$ cat src/rtl/branch_predictor_pkg.sv
// Shared predictor types: counter-width limits, counter reset/allocate
// constants and the table entry record.
package branch_predictor_pkg;

   localparam int CTR_BITS_MIN = 1;
   localparam int CTR_BITS_MAX = 4;
   // Widest tag occurs with a 2-entry table: pc[31:3].
   localparam int TAG_BITS_MAX = 29;

   // Fields are sized for the widest legal configuration; narrower
   // configurations store zero-extended tags and counters.
   typedef struct packed {
      logic                    valid;
      logic [TAG_BITS_MAX-1:0] tag;
      logic [31:0]             target;
      logic [CTR_BITS_MAX-1:0] ctr;
   } bp_entry_t;

   // Value given to a freshly allocated entry.
   function automatic logic [CTR_BITS_MAX-1:0] ctr_weak_taken(input int bits);
      return CTR_BITS_MAX'(1 << (bits - 1));
   endfunction

   // Value every counter takes at reset.
   function automatic logic [CTR_BITS_MAX-1:0] ctr_weak_not_taken(input int bits);
      return CTR_BITS_MAX'((1 << (bits - 1)) - 1);
   endfunction

endpackage

$ cat src/rtl/branch_predictor_sat_counter.sv
// Saturating up/down counter next-state logic; holds when neither
// inc nor dec is set and never wraps at either end.
module sat_counter
   import branch_predictor_pkg::*;
#(
   parameter int W = 2
) (
   input  logic [W-1:0] cnt,
   input  logic         inc,
   input  logic         dec,
   output logic [W-1:0] nxt
);

   // Step toward the requested direction unless already at the rail.
   always_comb begin
      nxt = cnt;
      if (inc && (cnt != '1))
         nxt = cnt + 1'b1;
      else if (dec && (cnt != '0))
         nxt = cnt - 1'b1;
   end

endmodule

$ cat src/rtl/branch_predictor.sv
// Direct-mapped BTB with per-entry saturating direction counters.
// Bimodal when GHR_BITS=0, gshare (pc index XOR global history) otherwise.
// Lookup is combinational; updates land on the next rising edge.
module branch_predictor
   import branch_predictor_pkg::*;
#(
   parameter int NUM_ENTRIES = 16,
   parameter int CTR_BITS    = 2,
   parameter int GHR_BITS    = 0
) (
   input  logic        clk,
   input  logic        reset,
   input  logic [31:0] pred_pc,
   output logic        pred_hit,
   output logic        pred_taken,
   output logic [31:0] pred_target,
   input  logic        update_valid,
   input  logic [31:0] update_pc,
   input  logic        update_taken,
   input  logic [31:0] update_target
);

   localparam int IDX = $clog2(NUM_ENTRIES);
   localparam int GW  = (GHR_BITS > 0) ? GHR_BITS : 1;

   logic [GW-1:0]           ghr;
   logic [IDX-1:0]          ghr_x;
   bp_entry_t               tbl [NUM_ENTRIES];
   logic [IDX-1:0]          l_idx, u_idx;
   logic [TAG_BITS_MAX-1:0] l_tag, u_tag;
   bp_entry_t               l_ent, u_ent;
   logic                    u_hit;
   logic [CTR_BITS-1:0]     ctr_nxt [NUM_ENTRIES];
   logic                    unused_bits;

   // History only participates in gshare mode; prediction uses the
   // current (committed) history, never a speculative one.
   assign ghr_x = (GHR_BITS == 0) ? '0 : IDX'(ghr);

   assign l_idx = pred_pc[IDX+1:2] ^ ghr_x;
   assign l_tag = TAG_BITS_MAX'(pred_pc[31:IDX+2]);
   assign u_idx = update_pc[IDX+1:2] ^ ghr_x;
   assign u_tag = TAG_BITS_MAX'(update_pc[31:IDX+2]);

   // Reads see the registered table, so a same-cycle update to the
   // looked-up entry is not visible until the following cycle.
   assign l_ent       = tbl[l_idx];
   assign u_ent       = tbl[u_idx];
   assign pred_hit    = l_ent.valid && (l_ent.tag == l_tag);
   assign pred_taken  = pred_hit && l_ent.ctr[CTR_BITS-1];
   assign pred_target = pred_taken ? l_ent.target : pred_pc + 32'd4;
   assign u_hit       = u_ent.valid && (u_ent.tag == u_tag);

   // One counter stepper per entry; only the hit entry is stepped.
   for (genvar i = 0; i < NUM_ENTRIES; i++) begin : g_ctr
      logic sel;
      assign sel = update_valid && u_hit && (u_idx == IDX'(i));
      sat_counter #(.W(CTR_BITS)) u_ctr (
         .cnt (tbl[i].ctr[CTR_BITS-1:0]),
         .inc (sel && update_taken),
         .dec (sel && !update_taken),
         .nxt (ctr_nxt[i])
      );
   end

   // Table and history state; reset wins over a simultaneous update.
   always_ff @(posedge clk) begin
      if (reset) begin
         ghr <= '0;
         for (int i = 0; i < NUM_ENTRIES; i++) begin
            tbl[i].valid  <= 1'b0;
            tbl[i].tag    <= '0;
            tbl[i].target <= '0;
            tbl[i].ctr    <= ctr_weak_not_taken(CTR_BITS);
         end
      end else begin
         for (int i = 0; i < NUM_ENTRIES; i++)
            tbl[i].ctr <= CTR_BITS_MAX'(ctr_nxt[i]);
         if (update_valid) begin
            if (u_hit) begin
               if (update_taken)
                  tbl[u_idx].target <= update_target;
            end else if (update_taken) begin
               // Taken miss replaces whatever occupied the slot.
               tbl[u_idx].valid  <= 1'b1;
               tbl[u_idx].tag    <= u_tag;
               tbl[u_idx].target <= update_target;
               tbl[u_idx].ctr    <= ctr_weak_taken(CTR_BITS);
            end
            if (GHR_BITS > 0)
               ghr <= GW'({ghr, update_taken});
         end
      end
   end

   // Low PC bits and some record fields are intentionally not consumed.
   assign unused_bits = ^{pred_pc[1:0], update_pc[1:0], u_ent.ctr,
                          u_ent.target, l_ent.ctr};

endmodule

$ cat config.mk
export PLATFORM = sky130hd
export DESIGN_NAME = branch_predictor
export DESIGN_NICKNAME = d
export VERILOG_FILES = /design/src/rtl/branch_predictor_pkg.sv /design/src/rtl/branch_predictor_sat_counter.sv /design/src/rtl/branch_predictor.sv
export SDC_FILE = /design/constraint.sdc
export NUM_CORES = 2
export LEC_CHECK = 0
export BUFFER_PORTS_ARGS = -buffer_cell sky130_fd_sc_hd__buf_2
export CORE_MARGIN = 2
export CORE_UTILIZATION = 60
export CTS_CLUSTER_DIAMETER = 150
export DETAILED_ROUTE_END_ITERATION = 8
export PLACE_DENSITY = 0.77
export SLEW_MARGIN = 15
export SYNTH_ARGS = -nofsm -noshare
export SYNTH_HDL_FRONTEND = slang
export SYNTH_SLANG_ARGS = --single-unit
export TNS_END_PERCENT = 5
$ cat constraint.sdc
create_clock -name clk -period 7.85 [get_ports clk]
set_input_delay 1.57 -clock clk [delete_from_list [all_inputs] [get_ports clk]]
set_output_delay 1.57 -clock clk [all_outputs]
set_load 0.01 [all_outputs]
Word level (Yosys, flattened, before mapping)
Memories as Yosys holds them, arrays and structs flattened. Index checks and enable logic that the tools add are counted.

Flip-flop bits (word level): 0. Bits in latches: 0. Bits in writable memories: 976. ROM bits: 0. Memories: 1.

Memory list: tbl (depth 16, width 61, rd ports 18, clocked after memory_dff 0, wr ports 17, RTL line branch_predictor.sv:28) `bp_entry_t tbl [NUM_ENTRIES];`.

Add/subtract/negate cells: 33. $mul: 0. Div/mod/pow operators: 0. Order comparisons: 0. Equality and inequality tests: 33. Shift operators: 0. Muxes and demuxes: 62. Bitwise gates (word level): 17. Reductions and logical operators: 102.

Operators with widths (count): 2-to-1 mux 2 bit (48); logical AND 1 bit (84); 2-to-1 mux 32 bit (2); equality test 29 x 26 -> 1 bit (2); adder 2 x 1 -> 2 bit, second input constant (16); adder 32 x 3 -> 32 bit, second input constant (1); equality test 4 bit, second input constant (8); != test 2 bit, second input constant (16); nonzero test 2 bit (16); subtractor 2 x 1 -> 2 bit, second input constant (16); OR 1 bit (17); equality test 4 x 3 -> 1 bit, second input constant (4); 2-to-1 mux 1 bit (12); equality test 4 x 2 -> 1 bit, second input constant (2); equality test 4 x 1 -> 1 bit, second input constant (1); zero test 4 bit (1); zero test 1 bit (1).

Logic depth before layout (Yosys ltp)
An unclocked memory read counts as a cell.

Depth in word-level cells: 10. Gate-level depth with buffers: 18.

Hierarchy
Synthesis repeated with hierarchy kept, for this count alone.

Cell total of the unflattened synthesis: 3568. Area total of the unflattened synthesis: 51161.6 µm².

By module, submodules not included: branch_predictor (times used 1, cells each 3392, area each 49680.1 µm², seq. area each 28827.6 µm²); sat_counter (times used 16, cells each 11, area each 92.6 µm², seq. area each 0.0 µm²).

Worst setup path after synthesis
No wires, ideal clock.

Kind: input to output. Start: input pred_pc[2]. End: output pred_target[20]. Arrival: 5.223 ns. Data required time: 6.280 ns. Setup slack: 1.057 ns. Stages: 14. Path buffers: 5. Cells stage by stage: buf_2 -> buf_2 -> buf_1 -> mux4_2 -> mux2i_1 -> mux2i_1 -> xor2_1 -> nor4_1 -> nand2_1 -> nor4_1 -> and2_1 -> buf_2 -> buf_2 -> mux2_2.

Cells in the longest elaborated chain, start to end: 5. Elaborated cells between the ends (all ways): 6. Classes of those cells: add/sub (1); eq/ne (1); mux (1); reduce/logical (2); memory (1).

Ends and longest elaborated chain: start: declaration (RTL line branch_predictor.sv:13) `input logic [31:0] pred_pc,`; memory (16 x 61 bit); equality test 29 x 26 -> 1 bit (RTL line branch_predictor.sv:49) `assign pred_hit = l_ent.valid && (l_ent.tag == l_tag);`; logical AND 1 bit (RTL line branch_predictor.sv:49); logical AND 1 bit (RTL line branch_predictor.sv:50) `assign pred_taken = pred_hit && l_ent.ctr[CTR_BITS-1];`; 2-to-1 mux 32 bit * (RTL line branch_predictor.sv:51) `assign pred_target = pred_taken ? l_ent.target : pred_pc + 32'd4;`; end: declaration (RTL line branch_predictor.sv:16) `output logic [31:0] pred_target,`.

Mark *: on every way between the ends. The rest lies on a longest branch, timed or not.

Worst setup path in the final report
Start: input pred_pc[2]. End: output pred_target[18].

Same word-level chain as after synthesis.

==> metrics.csv <==
metric;value;unit
drive_above_1_share;25.0;%
die_h;292;µm
cts_root_buf;clkbuf_16;
holdBufCountCts;0;
dp_hpwl;85.6;mm
fillCellCount;5488;
cts_tree;yes;
drt_iter0_drc;4840;
grt_pass1_wl;219;mm
gp_congestion;0.970;
p_sw_share;24.4;%
finalPower;0.0121;W
yosysTopAreaCell;edfxtp_1;
fin_crit;7480;ps
synth_seq_cells;976;
path_clk_slew;60;ps
initial_core_util;60.7;%
grt-ovfl-total;0;
critPathMaxFanout;40;
die_w;292;µm
cts.sinks;976;
rsz0062_at_grt;no;
synth_top_area_share;55.9;%
clk_latency;680;ps
cp.arrival;5910;ps
layout.nets;3507;
slew_viol_final;0;
worstSetupPathType;primary input to output pin;
syn_area;49800;µm²
drtPass1Iterations;7;
ys_types;69;
cts_setup_buffers;0;
finalSetupTns;0;ps
ir_drop;209;µV
combPwrFrac;10.6;%
syn_inst;3401;
dp_cells;4372;
syn_nets;3502;
fin_crit_sh;95.2;%
final_hold_viol_count;0;
skew;26.8;ps
synth_commonest_cells;edfxtp_1, and2_1, mux4_2, clkbuf_1, mux2i_1;
reg.largest.list;tbl (976);
grt_pass1_vias;32700;
vias;32300;
drv_cap;0;
power.density;220;nW/µm²
register_area;28800;µm²
avgSynthCellArea;14.6;µm²
drc;0;
detail_route.wl_per_cell;33.4;µm
dieArea;85300;µm²
antenna_left;0;
num_rows;105;
switchingPower;0.00296;W
worstSetupStartpointType;primary input;
ctsHtreeMaxLevel;3;
p_seq_share;50.2;%
viasPerCell;7.07;
relSlewSlack;13.9;%
status;complete, no violations;
ys_warn_count;0;
synth_most_common_cell;edfxtp_1;
numCtsBuffers;101;
io_pins;134;
critical_path_required;6280;ps
setup_viol;0;
area_growth_syn_to_layout;10.4;%
wirelength;153;mm
synth_seq_area_share;57.9;%
leakagePower;19.2;nW
synth_edf_count;928;
synthFlopType;edfxtp_1;
p_clk_share;39.2;%
cts_resized;0;
track_usage;35.9;%
hold_class;flop to flop;
utilization;67.0;%
io_buffer_count;131;
largest_reg_flops;976;
synthArstFlopShare;0;%
antenna_found_initial;14;
multi_input_area;19900;µm²
fp.coreArea;82100;µm²
clock.fmax;0.134;GHz
tightest_slew;1290;ps
clock_tree.buffer_depth;3;
fin_cells;4567;
endpoint_kind;output pin;
internal_power;0.00916;W
top_register;tbl;
synthTopCellsByArea;edfxtp_1, mux4_2, and2_1;
grt_max_degree;133;
## worst max-delay path: stages
cell and delay (ps):
buf_8 390, buf_4 290, mux4_2 510, mux4_2 540, xor2_1 170, nor4_1 640
buf_4 220, nand4_1 110, nor4_2 440, and2_2 250, buf_12 210, mux2_2 390
buf_2 150
## per-layer routing
layer,vias to the layer above,track usage (%),part of all wire [%]
li1,12900,-,-
met1,16300,45.6,34
met2,2512,56.8,47
met3,563,9.62,13
met4,12,19.8,5.9
met5,-,0,0.051
## final cells by class
type	count	area share [%]
clock buffer	122	4.87
multi-input combinational	2087	36.2
clock inverter	63	1.07
inverter	10	0.0683
antenna	9	0.0410
sequential	976	52.4
timing repair buffer	230	2.87
tap	1070	2.44
## cell usage in the layout, fill, tap and decap left out, drive strengths merged, types with 48 or more instances in the layout
master  netlist  final
nor3         51     51
buf          94    230
xnor2        53     53
nor4         84     84
mux2i       129    129
edfxtp      928    928
clkbuf      234    122
and2        855    855
o21ai        67     67
dfxtp        48     48
mux4        358    358
nand2        56     56
nor2         81     81
clkinv        7     54
## worst paths after layout
kind                                start  cells after the start                 endpoint  slack, ps
setup / recovery               pred_pc[2]                     13          pred_target[18]        370
hold reg to reg   tbl[2][60]$_SDFFE_PP1P_                      1  tbl[2][60]$_SDFFE_PP1P_        480
setup reg to reg     tbl[1][44]$_DFFE_PP_                      9     tbl[1][34]$_DFFE_PP_       2920
hold / removal    tbl[2][60]$_SDFFE_PP1P_                      1  tbl[2][60]$_SDFFE_PP1P_        480
## logic make-up after synthesis
family          after synthesis  synth area share, %
buf+inv                     338                 2.97
flops                       976                 57.9
mux                         522                 19.6
fa+ha+maj                     1               0.0251
xor+xnor                     81                 1.42
compound gates              234                 3.18
simple gates               1249                 14.9
## power groups by stage
stage	logic [W]	registers (W)	clock network, W
after floorplan	0.000807	0.00615	0
after global placement	0.00122	0.00616	0
after detailed placement	0.00124	0.00619	0
after CTS	0.00125	0.00608	0.00476
after global routing	0.00132	0.00611	0.00495
final	0.00128	0.00609	0.00475
## stage by stage
stage               hold WS [ps]  instance area (µm²)  setup WS [ps]
CTS                          482                54900            419
global placement             450                51700            423
finish                       480                55000            374
floorplan                    442                49800           1060
global route                 497                55000            376
detailed placement           469                51700            446
(Power assumes the default switching activity.)
